==> config.mk <==
export PLATFORM = sky130hd
export DESIGN_NAME = smg_display_arbiter
export DESIGN_NICKNAME = d
export VERILOG_FILES = /design/src/rtl/smg_display_arbiter.sv
export SDC_FILE = /design/constraint.sdc
export NUM_CORES = 1
export LEC_CHECK = 0
export ABC_CLOCK_PERIOD_IN_PS = 8670
export BUFFER_PORTS_ARGS = -buffer_cell sky130_fd_sc_hd__buf_2
export CAP_MARGIN = 20
export CORE_ASPECT_RATIO = 0.7
export CORE_MARGIN = 2
export CORE_UTILIZATION = 55
export CTS_BUF_LIST = sky130_fd_sc_hd__clkbuf_4
export DETAILED_ROUTE_END_ITERATION = 8
export GPL_TIMING_DRIVEN = 0
export PLACE_DENSITY_LB_ADDON = 0.25
export SLEW_MARGIN = 25
export SYNTH_ARGS = -nofsm -noshare
export SYNTH_HDL_FRONTEND = slang
export SYNTH_SLANG_ARGS = --single-unit
==> constraint.sdc <==
create_clock -name CLK -period 8.67 [get_ports CLK]
set_clock_uncertainty 0.2 [all_clocks]
set_input_delay 1.3005 -clock CLK [delete_from_list [all_inputs] [get_ports CLK]]
set_output_delay 1.3005 -clock CLK [all_outputs]
set_load 0.01 [all_outputs]
==> src/rtl/smg_display_arbiter.sv <==
// Two-requester arbiter for a two-digit seven-segment display. A granted BCD value is latched,
// encoded to active-low segment codes and held for at least HOLD_CYC cycles.
module smg_display_arbiter #(
  parameter int unsigned HOLD_CYC = 25000000
) (
  input  logic       CLK,
  input  logic       RSTn,
  input  logic       A_Req,
  input  logic [7:0] A_Data,
  output logic       A_Ack,
  input  logic       B_Req,
  input  logic [7:0] B_Data,
  output logic       B_Ack,
  input  logic       Blank_Zero,
  output logic [7:0] Ten_SMG_Data,
  output logic [7:0] One_SMG_Data,
  output logic [1:0] Owner
);

  typedef enum logic [1:0] {
    StIdle   = 2'b00,
    StGrantA = 2'b01,
    StGrantB = 2'b10
  } state_e;

  localparam logic [24:0] HoldLoad = 25'(HOLD_CYC - 1);

  function automatic logic [7:0] seg_of(input logic [3:0] d);
    logic [7:0] s;
    case (d)
      4'd0:    s = 8'hC0;
      4'd1:    s = 8'hF9;
      4'd2:    s = 8'hA4;
      4'd3:    s = 8'hB0;
      4'd4:    s = 8'h99;
      4'd5:    s = 8'h92;
      4'd6:    s = 8'h82;
      4'd7:    s = 8'hF8;
      4'd8:    s = 8'h80;
      4'd9:    s = 8'h90;
      default: s = 8'hBF;
    endcase
    return s;
  endfunction

  state_e      state_q, state_d;
  logic [24:0] cnt_q, cnt_d;
  logic        last_b_q, last_b_d;
  logic [7:0]  ten_q, ten_d;
  logic [7:0]  one_q, one_d;
  logic        a_ack_q, a_ack_d;
  logic        b_ack_q, b_ack_d;
  logic        grant_a, grant_b;
  logic [7:0]  lat_data;

  always_comb begin
    state_d  = state_q;
    cnt_d    = cnt_q;
    last_b_d = last_b_q;
    ten_d    = ten_q;
    one_d    = one_q;
    a_ack_d  = 1'b0;
    b_ack_d  = 1'b0;
    grant_a  = 1'b0;
    grant_b  = 1'b0;
    lat_data = A_Data;

    unique case (state_q)
      StIdle: begin
        // On a tie the requester that was not served last wins.
        if (A_Req && B_Req) begin
          grant_a = last_b_q;
          grant_b = !last_b_q;
        end else begin
          grant_a = A_Req;
          grant_b = B_Req;
        end
      end
      StGrantA: begin
        if (cnt_q != 25'd0) begin
          cnt_d = cnt_q - 25'd1;
        end else if (B_Req) begin
          grant_b = 1'b1;
        end else if (A_Req) begin
          grant_a = 1'b1;
        end else begin
          state_d = StIdle;
        end
      end
      StGrantB: begin
        if (cnt_q != 25'd0) begin
          cnt_d = cnt_q - 25'd1;
        end else if (A_Req) begin
          grant_a = 1'b1;
        end else if (B_Req) begin
          grant_b = 1'b1;
        end else begin
          state_d = StIdle;
        end
      end
      default: state_d = StIdle;
    endcase

    if (grant_b) begin
      lat_data = B_Data;
      state_d  = StGrantB;
      last_b_d = 1'b1;
      b_ack_d  = 1'b1;
    end else if (grant_a) begin
      state_d  = StGrantA;
      last_b_d = 1'b0;
      a_ack_d  = 1'b1;
    end

    if (grant_a || grant_b) begin
      cnt_d = HoldLoad;
      ten_d = (Blank_Zero && lat_data[7:4] == 4'd0) ? 8'hFF : seg_of(lat_data[7:4]);
      one_d = seg_of(lat_data[3:0]);
    end
  end

  always_ff @(posedge CLK or negedge RSTn) begin
    if (!RSTn) begin
      state_q  <= StIdle;
      cnt_q    <= 25'd0;
      last_b_q <= 1'b1;
      ten_q    <= 8'hFF;
      one_q    <= 8'hFF;
      a_ack_q  <= 1'b0;
      b_ack_q  <= 1'b0;
    end else begin
      state_q  <= state_d;
      cnt_q    <= cnt_d;
      last_b_q <= last_b_d;
      ten_q    <= ten_d;
      one_q    <= one_d;
      a_ack_q  <= a_ack_d;
      b_ack_q  <= b_ack_d;
    end
  end

  assign Owner        = state_q;
  assign A_Ack        = a_ack_q;
  assign B_Ack        = b_ack_q;
  assign Ten_SMG_Data = ten_q;
  assign One_SMG_Data = one_q;

endmodule

==> results of run 1 <==
==> cells in the mapped netlist, drive strengths merged (5+ instances only) <==
| cell type | instances | area [um^2] |
|---|---|---|
| nand2b | 8 | 50.05 |
| nand3 | 9 | 45.04 |
| inv | 16 | 60.05 |
| o31ai | 5 | 65.06 |
| nor4 | 8 | 50.05 |
| nor2 | 31 | 116.4 |
| or3 | 13 | 86.33 |
| o21ai | 16 | 83.83 |
| nand4 | 6 | 37.54 |
| xor2 | 13 | 113.9 |
| dfstp | 15 | 394.1 |
| buf | 11 | 87.57 |
| dfrtp | 29 | 725.7 |
| and3 | 6 | 37.54 |
| o22ai | 9 | 70.07 |
| xnor2 | 7 | 61.31 |
| nand2 | 32 | 135.1 |
| ha | 12 | 150.1 |
| a21oi | 15 | 75.07 |
| nor2b | 5 | 31.28 |
| nor3 | 6 | 30.03 |
==> logic make-up after synthesis <==
kind of cell / after synthesis
flops: 44
compound gates: 83
simple gates: 137
xor+xnor: 20
other cells: 1
buf+inv: 31
fa+ha+maj: 12
mux: 4
==> path summary, 6_finish.rpt <==
path	to	cells after the start	slack (ps)
setup / recovery	Ten_SMG_Data[0]	13	4290
min in group asynchronous	cnt_q[11]	1	690
setup reg to reg	Ten_SMG_Data[0]	13	4290
max in group asynchronous	Ten_SMG_Data[5]	1	7180
hold reg to reg	last_b_q	2	280
hold / removal	last_b_q	2	280
==> per-layer routing <==
layer	up-vias	wire length, um
met5	-	0
met2	147	2904
li1	1298	-
met4	0	46
met1	1272	3860
met3	6	804
==> metrics by stage <==
step	total power, W	hold WS, ps
finish	0.0008755	280.6
global route	0.0009307	314.4
CTS	0.0008712	278.4
detailed placement	0.0007309	257.1
global placement	0.0007260	253.3
floorplan	0.0006040	241.0
==> placed cells by master, fill, tap and decap left out, types with 7 or more instances in the layout <==
cell,count
a21oi_1,15
buf_2,39
dfrtp_1,29
dfstp_2,15
ha_1,12
inv_1,15
nand2_1,30
nand2b_1,8
nand3_1,9
nor2_1,31
nor4_1,8
o21ai_0,13
o22ai_1,8
or3_1,12
xnor2_1,7
xor2_1,13
==> flip-flops by register name, indices dropped and copies added (netlist names) <==
| signal | cells |
|---|---|
| A_Ack | 1 |
| B_Ack | 1 |
| last_b_q | 1 |
| One_SMG_Data | 7 |
| Owner | 2 |
| Ten_SMG_Data | 7 |
| cnt_q | 25 |
==> tightest hold or removal path, stage by stage, from the launching register on <==
cell	delay (ps)
dfstp_2	400
nand2_1	50
nand2_1	50
==> power by group <==
| group | switching, W | internal [W] | leakage [nW] |
|---|---|---|---|
| Combinational | 0.000261 | 0.000170 | 0.859 |
| Sequential | 0.0000292 | 0.000276 | 0.474 |
| Clock | 0.0000768 | 0.0000617 | 0.0418 |
==> area by class of cell <==
type | instances | area share [%]
Clock buffer | 5 | 1.107
Multi-Input combinational cell | 258 | 51.51
Clock inverter | 3 | 1.365
Timing Repair Buffer | 36 | 5.387
Inverter | 17 | 2.030
Buffer | 14 | 2.915
Tap cell | 72 | 2.657
Sequential cell | 44 | 33.03
==> flow_metrics.env, run 1 <==
export IMPL_ff_latch_area_mm2=0.001120
export IMPL_endpoint_kind="flip-flop"
export IMPL_r2r_start="cnt_q[20]"
export IMPL_drive_gt1_share_pct=23.08
export IMPL_grt_pass1_wl_um=12550
export IMPL_wl_per_cell_um=16.96
export IMPL_vdd_drop_max_uv=164.0
export IMPL_cts_resized=0
export IMPL_synth_edf_count=0
export IMPL_post_place_ws_ps=4181
export IMPL_ioPinCount=41
export IMPL_viasPerCell=6.065
export IMPL_initial_core_util_pct=57.34
export IMPL_post_route_period_util_pct=50.48
export IMPL_critPathBufInv=2
export IMPL_synth_compound_area_share_pct=21.64
export IMPL_fin_crit_ps=4377
export IMPL_yosysUniqueCellTypes=72
export IMPL_antennaDiodeCount=0
export IMPL_status="completed"
export IMPL_chipHeight_um=66.11
export IMPL_hold_buffers=0
export IMPL_instances_no_fill=449
export IMPL_core_rowCount=22
export IMPL_grt_max_degree=45
export IMPL_synth_area_per_cell_um2=9.128
export IMPL_start_kind="flip-flop"
export IMPL_synthSimpleGateAreaFrac_pct=23.70
export IMPL_h_tree_depth=2
export IMPL_root_buffer="clkbuf_4"
export IMPL_max_stage_delay_ps=610
export IMPL_synthAdderAreaFrac_pct=4.955
export IMPL_use_met1_pct=42.52
export IMPL_synth_seq_cells=44
export IMPL_cp_slowest_cell="o31ai_4"
export IMPL_synthMuxAreaShare_pct=1.321
export IMPL_timing_final_hold_violations=0
export IMPL_cts_setup_buffers=0
export IMPL_worstSetupPathType="flip-flop to flip-flop"
export IMPL_met2_usage_pct=37.14
export IMPL_area_delta_synth_final_pct=11.89
export IMPL_dr_first_iter_drc_count=249
export IMPL_startpoint="cnt_q[20]"
export IMPL_relSlewSlack_pct=49.14
export IMPL_stdcell_area_mm2=0.003391
export IMPL_p_leak_nw=1.375
export IMPL_synth_async_sr_flop_share_pct=100.0
export IMPL_die_w_um=92.72
export IMPL_synth_ff_type="dfrtp_1"
export IMPL_place_inst=441
export IMPL_critPathTopFamily="simple AND/OR/NAND/NOR gates"
export IMPL_grt_pass1_vias=2522
export IMPL_clk_latency_ps=370
export IMPL_synth_xor_area_share_pct=5.780
export IMPL_syn_inst=332
export IMPL_nNetsFinal=409
export IMPL_crit_path_cell_trace="nor4_1, nand4_1, o31ai_4, nand2_4, clkinv_4, buf_8, mux2i_1, ha_1, nand2_1, o21ai_0, nor4b_1, a21oi_1, o31a_1"
export IMPL_finalWirelength_um=7616
export IMPL_clock_path_buffers=2
export IMPL_final_util_pct=64.16
export IMPL_rsz0062_at_grt="no"
export IMPL_clkSinkCount=44
export IMPL_core_area_mm2=0.005285
export IMPL_yosysSeqAreaShare_pct=36.95
export IMPL_hpwlAfterDp_um=5604
export IMPL_globalplace_congestion=1.011
export IMPL_cp_arrival_ps=4490
export IMPL_placed_area_mm2=0.003304
export IMPL_timing_fmax_mhz=228.5
export IMPL_use_met3_pct=4.903
export IMPL_numCtsBuffers=5
export IMPL_ant_nets=0
export IMPL_multi_input_area_mm2=0.001747
export IMPL_setup_viol_count_final=0
export IMPL_grt_usage_pct=26.52
export IMPL_power_density_mw_per_mm2=258.2
export IMPL_portBuffers=36
export IMPL_hp_start="last_b_q"
export IMPL_hold_class="flip-flop to flip-flop"
export IMPL_ys_warnings_count=0
export IMPL_antenna_found_initial=0
export IMPL_timing_final_ws_setup_ps=4293
export IMPL_cts_tree="built"
export IMPL_die_area_mm2=0.006129
export IMPL_cp_max_fo=10
export IMPL_tns_ps=0
export IMPL_drc=0
export IMPL_slew_violations=0
export IMPL_syn_area_mm2=0.003030
export IMPL_top_usage_layer="met1"
export IMPL_synth_top_family_by_area="simple AND/OR/NAND/NOR gates"
export IMPL_max_cap_violations=0
export IMPL_clkTransAtPathRegs_ps=150
export IMPL_nFillCells=487
export IMPL_worstPathRequired_ps=8780
export IMPL_overflow=0
export IMPL_vias=2723
export IMPL_tightest_slew_ps=755.0
export IMPL_firstDrtPassIters=6
No activity file was read; power rests on OpenSTA's default activity.
==> run 2: changes to the inputs <==
--- a/config.mk
+++ b/config.mk
@@ -5,7 +5,8 @@
 export SDC_FILE = /design/constraint.sdc
 export NUM_CORES = 1
 export LEC_CHECK = 0
-export ABC_CLOCK_PERIOD_IN_PS = 8670
+export ABC_AREA = 1
+export ABC_CLOCK_PERIOD_IN_PS = 4250
 export BUFFER_PORTS_ARGS = -buffer_cell sky130_fd_sc_hd__buf_2
 export CAP_MARGIN = 20
 export CORE_ASPECT_RATIO = 0.7
==> constraint.sdc (replaced) <==
create_clock -name CLK -period 4.25 [get_ports CLK]
set_clock_uncertainty 0.2 [all_clocks]
set_input_delay 0.6375 -clock CLK [delete_from_list [all_inputs] [get_ports CLK]]
set_output_delay 0.6375 -clock CLK [all_outputs]
set_load 0.01 [all_outputs]
==> flow_metrics.env, run 2 <==
export IMPL_clkSinkCount=44
export IMPL_yosysSeqAreaShare_pct=38.33
export IMPL_syn_area_mm2=0.002922
export IMPL_synth_top_area_cell="dfrtp_1"
export IMPL_syn_inst=395
export IMPL_tightest_slew_ps=557.1
export IMPL_wl_per_cell_um=12.15
export IMPL_synthMuxAreaShare_pct=0
export IMPL_start_kind="flip-flop"
export IMPL_worstPathRequired_ps=4340
export IMPL_ff2ff_path_depth=20
export IMPL_grt_max_degree=45
export IMPL_ant_nets=0
export IMPL_cp_max_fo=10
export IMPL_rsz0062_at_grt="no"
export IMPL_setup_viol_count_final=0
export IMPL_synth_async_sr_flop_share_pct=100.0
export IMPL_cts_resized=0
export IMPL_portBuffers=38
export IMPL_dr_first_iter_drc_count=181
export IMPL_nNetsFinal=474
export IMPL_nFillCells=482
export IMPL_synth_edf_count=0
export IMPL_use_met1_pct=32.59
export IMPL_hold_class="input port to async pin"
export IMPL_cts_setup_buffers=0
export IMPL_synth_xor_area_share_pct=2.099
export IMPL_die_w_um=91.11
export IMPL_synthAdderAreaFrac_pct=5.139
export IMPL_synthTopCellsByArea="dfrtp_1 (25%), dfstp_2 (13%), nor2_1 (9.0%)"
export IMPL_clock_path_buffers=2
export IMPL_yosysTopAreaCellShare_pct=24.84
export IMPL_relSlewSlack_pct=62.86
export IMPL_root_buffer="clkbuf_4"
export IMPL_drive_gt1_share_pct=25.79
export IMPL_firstDrtPassIters=4
export IMPL_synth_seq_cells=44
export IMPL_clk_latency_ps=360
export IMPL_grt_pass1_vias=2309
export IMPL_timing_final_hold_violations=0
export IMPL_finalWirelength_um=6244
export IMPL_tns_ps=0
export IMPL_synth_ff_type="dfrtp_1"
export IMPL_core_rowCount=22
export IMPL_antennaDiodeCount=0
export IMPL_synth_most_common_cell="nor2_1"
export IMPL_hold_buffers=0
export IMPL_grt_usage_pct=22.31
export IMPL_synth_area_per_cell_um2=7.396
export IMPL_yosysUniqueCellTypes=37
export IMPL_use_met3_pct=5.000
export IMPL_overflow=0
export IMPL_viasPerCell=4.998
export IMPL_synth_commonest_cells="nor2_1 (70), inv_1 (60), nand2_1 (58)"
export IMPL_clkTransAtPathRegs_ps=140
export IMPL_ff_latch_area_mm2=0.001120
export IMPL_power_density_mw_per_mm2=522.5
export IMPL_area_delta_synth_final_pct=12.55
export IMPL_placed_area_mm2=0.003206
export IMPL_top_register="cnt_q"
export IMPL_layout_commonest_cell="nor2_1"
export IMPL_ioPinCount=41
export IMPL_ys_warnings_count=0
export IMPL_post_route_period_util_pct=66.76
export IMPL_grt_pass1_wl_um=10540
export IMPL_synthSimpleGateAreaFrac_pct=33.19
export IMPL_vias=2569
export IMPL_max_cap_violations=0
export IMPL_slew_violations=0
export IMPL_cts_tree="built"
export IMPL_final_cell_mix="nor2_1 (70), inv_1 (60), nand2_1 (58)"
export IMPL_chipHeight_um=64.98
export IMPL_die_area_mm2=0.005920
export IMPL_synth_top_family_by_area="simple AND/OR/NAND/NOR gates"
export IMPL_fin_crit_ps=2837
export IMPL_initial_core_util_pct=56.46
export IMPL_status="completed"
export IMPL_hpwlAfterDp_um=4782
export IMPL_multi_input_area_mm2=0.001490
export IMPL_timing_fmax_mhz=352.4
export IMPL_numCtsBuffers=5
export IMPL_cp_arrival_ps=2930
export IMPL_core_area_mm2=0.005175
export IMPL_vdd_drop_max_uv=314.5
export IMPL_top_usage_layer="met2"
export IMPL_worstSetupPathType="flip-flop to flip-flop"
export IMPL_stdcell_area_mm2=0.003288
export IMPL_h_tree_depth=2
export IMPL_endpoint_kind="flip-flop"
export IMPL_met2_usage_pct=33.06
export IMPL_largest_reg_flops=25
export IMPL_antenna_found_initial=0
export IMPL_drc=0
export IMPL_synth_compound_area_share_pct=10.32
export IMPL_globalplace_congestion=0.9502
export IMPL_p_leak_nw=1.543
[run 2: changes by cell type after synthesis, moves of 10 or more]
cell	change
nor2_2	+10
nand2_1	+28
nor2_1	+39
nand3_1	+21
or3_1	-12
nand2_2	+13
inv_1	+45
[run 2: where the power goes]
group          internal, W  total (W)  switching (W)
combinational     0.000300   0.000836       0.000536
clock             0.000130   0.000270       0.000140
sequential        0.000563   0.000612      0.0000495
[run 2: layout make-up]
cell class	instances	area share, %
Multi-Input combinational cell	277	45.32
Sequential cell	44	34.06
Inverter	68	7.839
Timing Repair Buffer	38	5.860
Tap cell	72	2.740
Buffer	7	1.750
Clock buffer	6	1.370
Clock inverter	2	1.065
[run 2: metal layers]
layer,routed length (um),share of wire (%),up-vias
met5,0,0,-
met4,41,0.66,0
met3,249,4.0,5
met2,2575,41,46
met1,3378,54,1185
li1,-,-,1333
[run 2: worst paths after layout]
path / startpoint / endpoint / slack (ps)
worst max-delay path: cnt_q[0] / Ten_SMG_Data[2] / 1410
worst max register to register: cnt_q[0] / Ten_SMG_Data[2] / 1410
worst min-delay path: RSTn / cnt_q[14] / 50
max in group asynchronous: RSTn / Ten_SMG_Data[4] / 3410
min in group CLK: One_SMG_Data[6] / One_SMG_Data[6] / 280
worst min register to register: One_SMG_Data[6] / One_SMG_Data[6] / 280
[run 2: worst max-delay path: stages (launching register included)]
cell and delay [ps]:
dfrtp_1 380, inv_1 120, ha_1 200, inv_1 40
nor2_1 80, nand2_1 70, nor2_2 140, nand4_2 140
nand2_4 150, nand2_4 80, buf_6 160, nand2_1 60
nand2_1 130, inv_1 120, ha_1 200, nand2_1 60
inv_1 60, nand3_2 100, nand2_2 110, nor2_2 50
a21oi_1 140
[run 2: through the flow]
| stage | total power [W] | setup WS (ps) | std cells | hold WS, ps | utilization [%] |
|---|---|---|---|---|---|
| 4_1_cts | 0.001734 | 1407 | 514 | 230.8 | 63.49 |
| 3_3_place_gp | 0.001433 | 1459 | 506 | 261.8 | 61.94 |
| 2_1_floorplan | 0.001225 | 1784 | 396 | 141.9 | - |
| 3_5_place_dp | 0.001456 | 1409 | 506 | 268.4 | 61.94 |
| 6_report | 0.001718 | 1413 | 514 | 46.12 | 63.54 |
| 5_1_grt | 0.001851 | 1113 | 514 | 76.93 | 63.54 |
[run 2: cell families (layout without fill, tap and decap cells)]
group | count (synthesis) | in the layout
compound gates | 51 | 51
flops | 44 | 44
simple gates | 205 | 205
other cells | 1 | 2
xor+xnor | 7 | 7
fa+ha+maj | 12 | 12
buf+inv | 75 | 121
